<file path="src/rtl/binary_divider.sv">
// Restoring shift-subtract unsigned divider, one quotient bit per clock, MSB first; done pulses DIVIDEND_W+1 cycles after start is accepted.
// start is ignored while busy; optional divide-by-zero short-cut enabled by BINARY_DIVIDER_ZERO_CHECK_EN.
module binary_divider #(
  parameter int DIVIDEND_W = 8,
  parameter int DIVISOR_W  = 4
) (
  input  logic                  clk,
  input  logic                  rst_n,
  input  logic                  start,
  input  logic [DIVIDEND_W-1:0] dividend,
  input  logic [DIVISOR_W-1:0]  divisor,
  output logic                  busy,
  output logic                  done,
  output logic [DIVIDEND_W-1:0] quotient,
  output logic [DIVISOR_W-1:0]  remainder,
  output logic                  div_by_zero
);

  localparam int CW = $clog2(DIVIDEND_W);
  localparam logic [CW-1:0] LAST = CW'(DIVIDEND_W - 1);

  typedef enum logic [1:0] {IDLE, RUN, DONE} state_t;

  state_t                state;
  logic [CW-1:0]         cnt;
  logic [DIVIDEND_W-1:0] dq;      // dividend bits shift out the top, quotient bits shift in the bottom
  logic [DIVISOR_W-1:0]  dvs;
  logic [DIVISOR_W:0]    pr;

  logic [DIVISOR_W:0]    shifted;
  logic [DIVISOR_W:0]    pr_nxt;
  logic [DIVIDEND_W-1:0] dq_nxt;
  logic                  ge;

  // A set top bit in pr means the shifted value overflowed the window, so it is certainly >= divisor.
  always_comb begin
    shifted = {pr[DIVISOR_W-1:0], dq[DIVIDEND_W-1]};
    ge      = pr[DIVISOR_W] | (shifted >= {1'b0, dvs});
    pr_nxt  = ge ? (shifted - {1'b0, dvs}) : shifted;
    dq_nxt  = {dq[DIVIDEND_W-2:0], ge};
  end

  always_ff @(posedge clk or negedge rst_n) begin
    if (!rst_n) begin
      state       <= IDLE;
      cnt         <= '0;
      dq          <= '0;
      dvs         <= '0;
      pr          <= '0;
      busy        <= 1'b0;
      done        <= 1'b0;
      quotient    <= '0;
      remainder   <= '0;
`ifdef BINARY_DIVIDER_ZERO_CHECK_EN
      div_by_zero <= 1'b0;
`endif
    end else begin
      done <= 1'b0;
      case (state)
        IDLE, DONE: begin
          if (start) begin
`ifdef BINARY_DIVIDER_ZERO_CHECK_EN
            if (divisor == '0) begin
              state       <= DONE;
              done        <= 1'b1;
              quotient    <= '1;
              remainder   <= '0;
              div_by_zero <= 1'b1;
            end else
`endif
            begin
              state <= RUN;
              busy  <= 1'b1;
              dq    <= dividend;
              dvs   <= divisor;
              pr    <= '0;
              cnt   <= '0;
            end
          end else begin
            state <= IDLE;
          end
        end
        RUN: begin
          dq  <= dq_nxt;
          pr  <= pr_nxt;
          cnt <= cnt + 1'b1;
          if (cnt == LAST) begin
            state     <= DONE;
            busy      <= 1'b0;
            done      <= 1'b1;
            quotient  <= dq_nxt;
            remainder <= pr_nxt[DIVISOR_W-1:0];
`ifdef BINARY_DIVIDER_ZERO_CHECK_EN
            div_by_zero <= 1'b0;
`endif
          end
        end
        default: state <= IDLE;
      endcase
    end
  end

`ifndef BINARY_DIVIDER_ZERO_CHECK_EN
  assign div_by_zero = 1'b0;
`endif

endmodule

</file>
<file path="config.mk">
export PLATFORM = sky130hd
export DESIGN_NAME = binary_divider
export DESIGN_NICKNAME = d
export VERILOG_FILES = /design/src/rtl/binary_divider.sv
export SDC_FILE = /design/constraint.sdc
export NUM_CORES = 1
export LEC_CHECK = 0
export BUFFER_PORTS_ARGS = -buffer_cell sky130_fd_sc_hd__buf_2
export CORE_ASPECT_RATIO = 1.25
export CORE_UTILIZATION = 54
export DETAILED_ROUTE_END_ITERATION = 10
export GPL_TIMING_DRIVEN = 1
export PLACE_DENSITY = 0.78
export SKIP_LAST_GASP = 1
export SYNTH_ARGS = -nofsm -noshare
export SYNTH_HDL_FRONTEND = slang
export SYNTH_SLANG_ARGS = --single-unit
</file>
<file path="constraint.sdc">
create_clock -name clk -period 2.3 [get_ports clk]
set_clock_uncertainty 0.15 [all_clocks]
set_input_delay 0.345 -clock clk [delete_from_list [all_inputs] [get_ports clk]]
set_output_delay 0.345 -clock clk [all_outputs]
set_load 0.05 [all_outputs]
</file>
==> results by stage, run 1 <==
Synthesis:
- Counting flops with a built-in enable in the synthesized netlist gives 0.
- The synthesized netlist net count is between 150 and 200.
- The synthesized instance count is 151.
- The number of synthesized register bits is 36.
- The number of warning messages in the yosys log is 0.
- Sequential cells were found to cover between 50% and 60% of the synthesized design area.
- In the synthesized netlist the dominant register cell turns out to be sky130_fd_sc_hd__dfrtp_1.
- The distinct cell type count after synthesis is 33.
- A synthesized cell averages 10.9 µm².
- The share of synthesized registers carrying an async set or reset is 100%.
- The cell area after synthesis is about 1600 µm².

Worst setup path:
- At the worst endpoint, the required time is roughly 2.4 ns.
- The type of element capturing the critical path is a register.
- Of all nets on the critical path, the largest fanout is 8.
- The cell with the largest stage delay on the worst path is sky130_fd_sc_hd__dfrtp_1.
- Broken down by cell family, the worst path's largest delay share belongs to compound AO/OA/AOI/OAI gates.
- The signal on the critical path passes through ha_1, a21oi_1, a31oi_2, or3_1, a32o_1.
- The worst setup path is launched from a register.
- The critical path contains buffers and inverters numbering 0 combined.
- The peak per-stage delay on the critical path is 0.42 ns.
- The critical setup path kind is register to register.
- Data arrives at the worst endpoint at about 2.3 ns.

Timing:
- The count of final hold-check violations is 0.
- The clock period minus final worst setup slack is about 2.2 ns.
- The ratio of final minimum period to clock period is between 90% and 100%.
- For the pin with the worst max-slew slack, the measured transition is 0.798 ns.
- The setup total negative slack is 0 ns.
- The number of pins with negative max-slew slack in the final report is 0.
- The upper clock frequency limit is between 400 and 500 MHz.
- Setup violations remaining at the end of the flow were counted as 0.
- Setup repair after global routing left no endpoint under its margin.
- The worst slew margin relative to its limit is a little under half.

GRT:
- The number of global-route vias before repair was around 1300.
- The number of antenna violations at the first check in global routing was 0.
- The remaining global-route overflow is 0.
- The first-pass GRT wire length is ~5600 µm.
- Global routing used 23.5% of the available tracks.
- Entering global routing, the biggest net connects 37 pins.

Routing:
- After detailed routing, the number of vias per cell comes to between 5 and 6.
- The total wire length is approximately 3300 µm.
- The via total after detailed routing is 1241.
- The wire length per cell after detailed routing is 15.2 µm.
- The count of nets left with antenna violations after detail routing is 0.
- The detailed-route DRC error count is 0.
- The number of search-and-repair iterations in the first detailed-routing pass is 4.
- For this block, the initial DRC count from the detailed router was 32.

Cells and area:
- Leaving out fill and tap cells, the most frequent cell in the layout is sky130_fd_sc_hd__dfrtp_1.
- The final antenna diode count is 0.
- The filler cell count is between 200 and 300.
- The top cell types in the final layout, fill and taps aside, are sky130_fd_sc_hd__dfrtp_1 (36), sky130_fd_sc_hd__buf_2 (28), sky130_fd_sc_hd__nand2_1 (19), sky130_fd_sc_hd__o21ai_0 (18).
- Cells with a size suffix above 1 make up 26.6% of the layout.
- The number of nets in the layout is roughly 200.
- The final core area utilization is between 60% and 70%.
- The growth of design area from synthesis to finish is 15.5%.

Floorplanning:
- In this run the standard cell core region covers 2920 µm².
- The initial core utilization is 56.5%.
- The die is 51.4 µm wide.
- The count of pins on the block boundary is 30.
- The floorplan has 22 rows.
- The die area is about 3300 µm².
- Measured along the y axis, the die boundary spans 63.8 µm.

Run:
- The max-capacitance violation count is 0.

CTS:
- At the later pin of the worst-skew pair, clock insertion delay measures around 0.34 ns.
- Buffers inserted during clock tree synthesis total 5.
- The clock tree from TritonCTS is yes.
- The register clock-pin slew on the reported worst setup and hold paths is about 0.12 ns.
- In this run the deepest clock path goes through 2 buffers.
- The TritonCTS sink count is 36.
- In this run the number of H-tree levels came out at 2.
- The root cell of the clock tree is sky130_fd_sc_hd__clkbuf_4.

Placement:
- The half-perimeter wire length after detailed placement is 2380 µm.
- The count of input and output buffers is 28.
- The last weighted congestion value of the routability-driven placer is between 0.8 and 0.9.

Worst hold path:
- The type of the tightest min-delay check is input pin to register.

Status:
- The run finished with clean final reports.
[state kept, by name, summed over array words and instances, names as in the netlist]
register and flops:
busy 1, cnt 3, done 1, dq 8
dvs 4, pr 5, quotient 8, remainder 4
state 2
[worst paths after layout]
kind / start / end / slack [ns] / cells past startpoint
min in group asynchronous: rst_n / quotient[0]$_DFFE_PN0P_ / 0.46 / 2
max reg2reg: pr[1]$_DFFE_PN0P_ / pr[0]$_DFFE_PN0P_ / 0.12 / 5
max in group asynchronous: rst_n / dq[3]$_DFFE_PN0P_ / 1.03 / 2
min reg2reg: remainder[3]$_DFFE_PN0P_ / remainder[3]$_DFFE_PN0P_ / 0.34 / 2
min: divisor[2] / dvs[2]$_DFFE_PN0P_ / 0.06 / 3
max: pr[1]$_DFFE_PN0P_ / pr[0]$_DFFE_PN0P_ / 0.12 / 5
[worst min-delay path, stage by stage]
cell and delay [ns]:
sky130_fd_sc_hd__buf_2 0.08, sky130_fd_sc_hd__nand2_1 0.03, sky130_fd_sc_hd__o21ai_0 0.05
[metal layers]
metal | GRT usage, % | vias to the layer above | share of wire [%]
met5 | 0 | - | 0
met4 | 10.1 | 0 | 2.7
met3 | 6.43 | 10 | 4.6
met2 | 41.1 | 41 | 52
met1 | 25.9 | 598 | 41
li1 | - | 592 | -
[synthesized netlist by cell type (2+ instances only)]
| cell type | n | area share [%] |
|---|---|---|
| sky130_fd_sc_hd__dfrtp_1 | 36 | 55 |
| sky130_fd_sc_hd__nand2_1 | 19 | 4.3 |
| sky130_fd_sc_hd__o21ai_0 | 18 | 5.5 |
| sky130_fd_sc_hd__inv_1 | 8 | 1.8 |
| sky130_fd_sc_hd__mux2_2 | 8 | 5.5 |
| sky130_fd_sc_hd__ha_1 | 6 | 4.6 |
| sky130_fd_sc_hd__mux2i_1 | 6 | 3.6 |
| sky130_fd_sc_hd__nor2_1 | 5 | 1.1 |
| sky130_fd_sc_hd__a21oi_1 | 4 | 1.2 |
| sky130_fd_sc_hd__clkbuf_1 | 4 | 0.91 |
| sky130_fd_sc_hd__o211ai_1 | 4 | 1.8 |
| sky130_fd_sc_hd__a32o_1 | 3 | 1.8 |
| sky130_fd_sc_hd__buf_2 | 3 | 0.91 |
| sky130_fd_sc_hd__or3_1 | 3 | 1.1 |
| sky130_fd_sc_hd__a22o_1 | 2 | 1.1 |
| sky130_fd_sc_hd__a31o_1 | 2 | 1.1 |
| sky130_fd_sc_hd__and2_1 | 2 | 0.76 |
| sky130_fd_sc_hd__nand3b_1 | 2 | 0.91 |
| sky130_fd_sc_hd__nor2b_1 | 2 | 0.76 |
[final cells by class]
type	instances	area [µm²]	area share, %
Tap cell	36	45.0	2.37
Inverter	8	30.0	1.58
Timing Repair Buffer	33	180	9.47
Multi-Input combinational cell	99	686	36.0
Sequential cell	36	901	47.3
Clock buffer	6	51.3	2.70
Clock inverter	2	10.0	0.526
[metrics by stage]
| stage | hold slack (ns) | cells | setup WS, ns | cell area (µm²) |
|---|---|---|---|---|
| 6_report | 0.0569 | 220 | 0.121 | 1900 |
| 5_1_grt | 0.0589 | 220 | 0.0366 | 1900 |
| 4_1_cts | 0.0460 | 220 | 0.0652 | 1900 |
| 3_5_place_dp | 0.316 | 211 | 0.0986 | 1830 |
| 3_3_place_gp | 0.311 | 211 | 0.208 | 1830 |
| 2_1_floorplan | -0.101 | 151 | 0.349 | 1650 |
[cells by family after synthesis]
family / after synthesis / share of synthesized area, %
other cells: 1 / 0.228
fa+ha+maj: 7 / 5.77
buf+inv: 16 / 4.10
compound gates: 37 / 14.2
flops: 36 / 54.7
xor+xnor: 2 / 1.06
mux: 14 / 9.11
simple gates: 38 / 10.9
[what timing repair did]
action / 4_1_cts / 5_1_grt
gates resized for setup: 0 / 1
endpoints found under the setup margin: 0 / 4
setup buffers: 0 / 0
hold buffers: 1 / 0
hold endpoints to repair: 36 / 0
Power of run 1 is left out: the tool's default activity adds up to more than one toggle a clock period on the data nets, which glitch-free logic cannot reach.
==> run 2: changes to the inputs <==
- CORE_ASPECT_RATIO: 1.25 -> 2
- HOLD_SLACK_MARGIN: default -> 0.03
==> run 2 against run 1 <==
  * Highest routed layer unchanged
  * Critical path type unchanged
  * Largest cell class unchanged
  * Count of clock-buffer cells in the layout stayed put
  * Sequential share of layout area down 0.58 points
  * Global-route usage is 0.43 points higher
  * First-iteration DRC count fell by 31%
==> results by stage, run 2 (synthesis gave the netlist of run 1 again) <==
Status:
- The flow ran to the end, and the final reports show no timing, DRC or antenna violations.

Cells and area:
- In the final layout, the registers with the most flip-flops are dq (8), quotient (8), pr (5).
- The area of the multi-input gates is 686 µm² (unchanged).
- The filler cell count is 251 (-3.1%).
- The area growth from synthesis to layout is 16.9%.
- The final core area utilization is 65.5% (+0.25 points).
- The final design instance area without fill is 1930 µm² (+1.2%).
- The most frequent standard cell in the layout excluding fill and tap cells is sky130_fd_sc_hd__dfrtp_1.
- The area occupied by registers is 901 µm² (unchanged).
- The number of nets in the layout came to 205 (unchanged).
- The final antenna diode count came to 0 (unchanged).
- The share of final-layout standard cells stronger than drive strength 1 came to 26.6% (unchanged).
- Leaving out fill and tap cells, the most frequent cells in the layout are sky130_fd_sc_hd__dfrtp_1 (36), sky130_fd_sc_hd__buf_2 (28), sky130_fd_sc_hd__nand2_1 (19), sky130_fd_sc_hd__o21ai_0 (18).

Timing:
- The number of pins with negative max-slew slack in the final report is 0 (unchanged).
- The ratio of final minimum period to clock period is 93.7% (-1.0 points).
- The setup total negative slack is 0 ns (unchanged).
- The clock period minus final worst setup slack is 2.16 ns (-0.0233 ns).
- The setup slack after layout came to 0.145 ns (+0.0233 ns).
- The final setup violation count was 0 (unchanged).
- The upper clock frequency limit is 464 MHz (+1.1%).
- The pin slew with the least headroom to its limit came to 0.778 ns (-0.0203 ns).
- Setup repair after global routing left no endpoint under its margin.
- The count of final hold-check violations was 0 (unchanged).
- The worst slew margin relative to its limit is 48.1% (+1.4 points).

CTS:
- The insertion delay of the later-clocked pin in the worst-skew pair is 0.29 ns (-0.05 ns).
- The number of buffers created by CTS is 5 (unchanged).
- The register clock-pin slew on the reported worst setup and hold paths came to 0.07 ns (-0.05 ns).
- The clock tree from TritonCTS is yes.
- The TritonCTS sink count is 36 (unchanged).
- The H-tree level count was 2 (unchanged).
- The root cell of the clock tree is sky130_fd_sc_hd__clkbuf_8.
- The number of buffers inserted by post-CTS setup repair is 0 (unchanged).
- The maximum buffer depth of the clock tree is 2 (unchanged).

Worst setup path:
- The peak per-stage delay on the critical path is 0.39 ns (-0.03 ns).
- The type of element capturing the critical path is a register.
- The slowest stage of the critical path belongs to the cell sky130_fd_sc_hd__dfrtp_1.
- The critical path startpoint category is a register.
- The critical path is of the register to register type.
- The required time of the critical path is 2.33 ns (-0.05 ns).
- The maximum fanout along the worst path is 8 (unchanged).
- The reg-to-reg setup timing slack is 0.14 ns (+0.02 ns).
- Walking the worst path, the cells encountered are ha_1, a21oi_1, a31oi_2, or3_1, a32o_1.
- The data arrival at the endpoint of the critical path is 2.18 ns (-0.08 ns).

Routing:
- The count of nets left with antenna violations after detail routing is 0 (unchanged).
- The total wire length is 3240 µm (-3.3%).
- The wire length per cell after detailed routing is 15.1 µm (-0.55%).
- The number of search-and-repair iterations in the first detailed-routing pass is 4 (unchanged).
- The detailed-route DRC error count is 0 (unchanged).
- The via count normalized by instance count is 5.72 (+1.5%).
- The via total after detailed routing came to 1225 (-1.3%).
- The count of routing violations after the opening detailed-route iteration came to 22 (-31%).

Floorplanning:
- The height of the chip is 80.1 µm (+26%).
- The count of pins on the block boundary is 30 (unchanged).
- The number of placement rows was 28 (+27%).
- The initial core utilization came to 56.0% (-0.48 points).
- The die area came to 3290 µm² (+0.36%).
- The area of the core is 2940 µm² (+0.86%).
- The horizontal die dimension came to 41.1 µm (-20%).

GRT:
- The number of antenna violations at the first check in global routing was 0 (unchanged).
- The remaining global-route overflow came to 0 (unchanged).
- The largest net degree at the start of global routing came to 37 (unchanged).
- The number of global-route vias before repair was 1208 (-4.9%).
- The overall routing resource usage is 23.9% (+0.43 points).
- The first-pass GRT wire length is 5300 µm (-5.5%).

Placement:
- The standard cell area after detailed placement came to 1820 µm² (-0.41%).
- The count of input and output buffers is 28 (unchanged).
- The half-perimeter wire length after detailed placement is 2340 µm (-1.8%).
- The last weighted congestion value of the routability-driven placer is 0.837 (+0.88%).
- The pre-CTS setup slack is 0.134 ns (+0.0354 ns).

Run:
- The max-capacitance violation count was 0 (unchanged).

Worst hold path:
- The type of the tightest min-delay check is input pin to register.
## run 2: cell types whose count changed in the layout (fill, tap and decap cells not counted)
cell,before,now
sky130_fd_sc_hd__clkbuf_4,5,0
sky130_fd_sc_hd__clkbuf_8,1,6
## run 2: cell type report
| cell class | instances | share of cell area (%) |
|---|---|---|
| flip-flops and latches | 36 | 46.8 |
| multi-input cells | 99 | 35.6 |
| repair buffers | 33 | 9.35 |
| clock buffers | 6 | 4.29 |
| well taps | 30 | 1.95 |
| inverters | 8 | 1.56 |
| clock inverters | 2 | 0.519 |
## run 2: repair_timing
| item | in CTS | in global routing |
|---|---|---|
| hold buffers | 1 | 0 |
| hold endpoints to repair | 36 | 0 |
| endpoints found under the setup margin | 0 | 2 |
| gates resized for setup | 0 | 1 |
## run 2: worst paths after layout
path	startpoint	to	cells past startpoint
max in group asynchronous	rst_n	dq[3]$_DFFE_PN0P_	2
min in group asynchronous	rst_n	dvs[1]$_DFFE_PN0P_	2
hold reg to reg	remainder[3]$_DFFE_PN0P_	remainder[3]$_DFFE_PN0P_	2
setup / recovery	pr[1]$_DFFE_PN0P_	pr[2]$_DFFE_PN0P_	5
hold / removal	divisor[1]	dvs[1]$_DFFE_PN0P_	3
setup reg to reg	pr[1]$_DFFE_PN0P_	pr[2]$_DFFE_PN0P_	5
## run 2: critical path, delay by kind of cell (launching register included)
family | cells | cell delay, ns
fa+ha+maj | 1 | 0.35
compound gates | 3 | 0.77
flops | 1 | 0.39
simple gates | 1 | 0.38
## run 2: metal layers
metal,vias to the layer above,routed length (µm),track usage (%)
met5,-,0,0
met4,0,123,13.3
met3,15,100,5.25
met2,42,1750,37.3
met1,583,1260,28.4
li1,585,-,-
## run 2: metrics by stage
step	hold WS [ns]	cells
floorplan	-0.101	151
global route	0.141	214
CTS	0.114	214
global placement	0.310	205
finish	0.114	214
detailed placement	0.316	205
Power of run 2 is left out for the same reason.
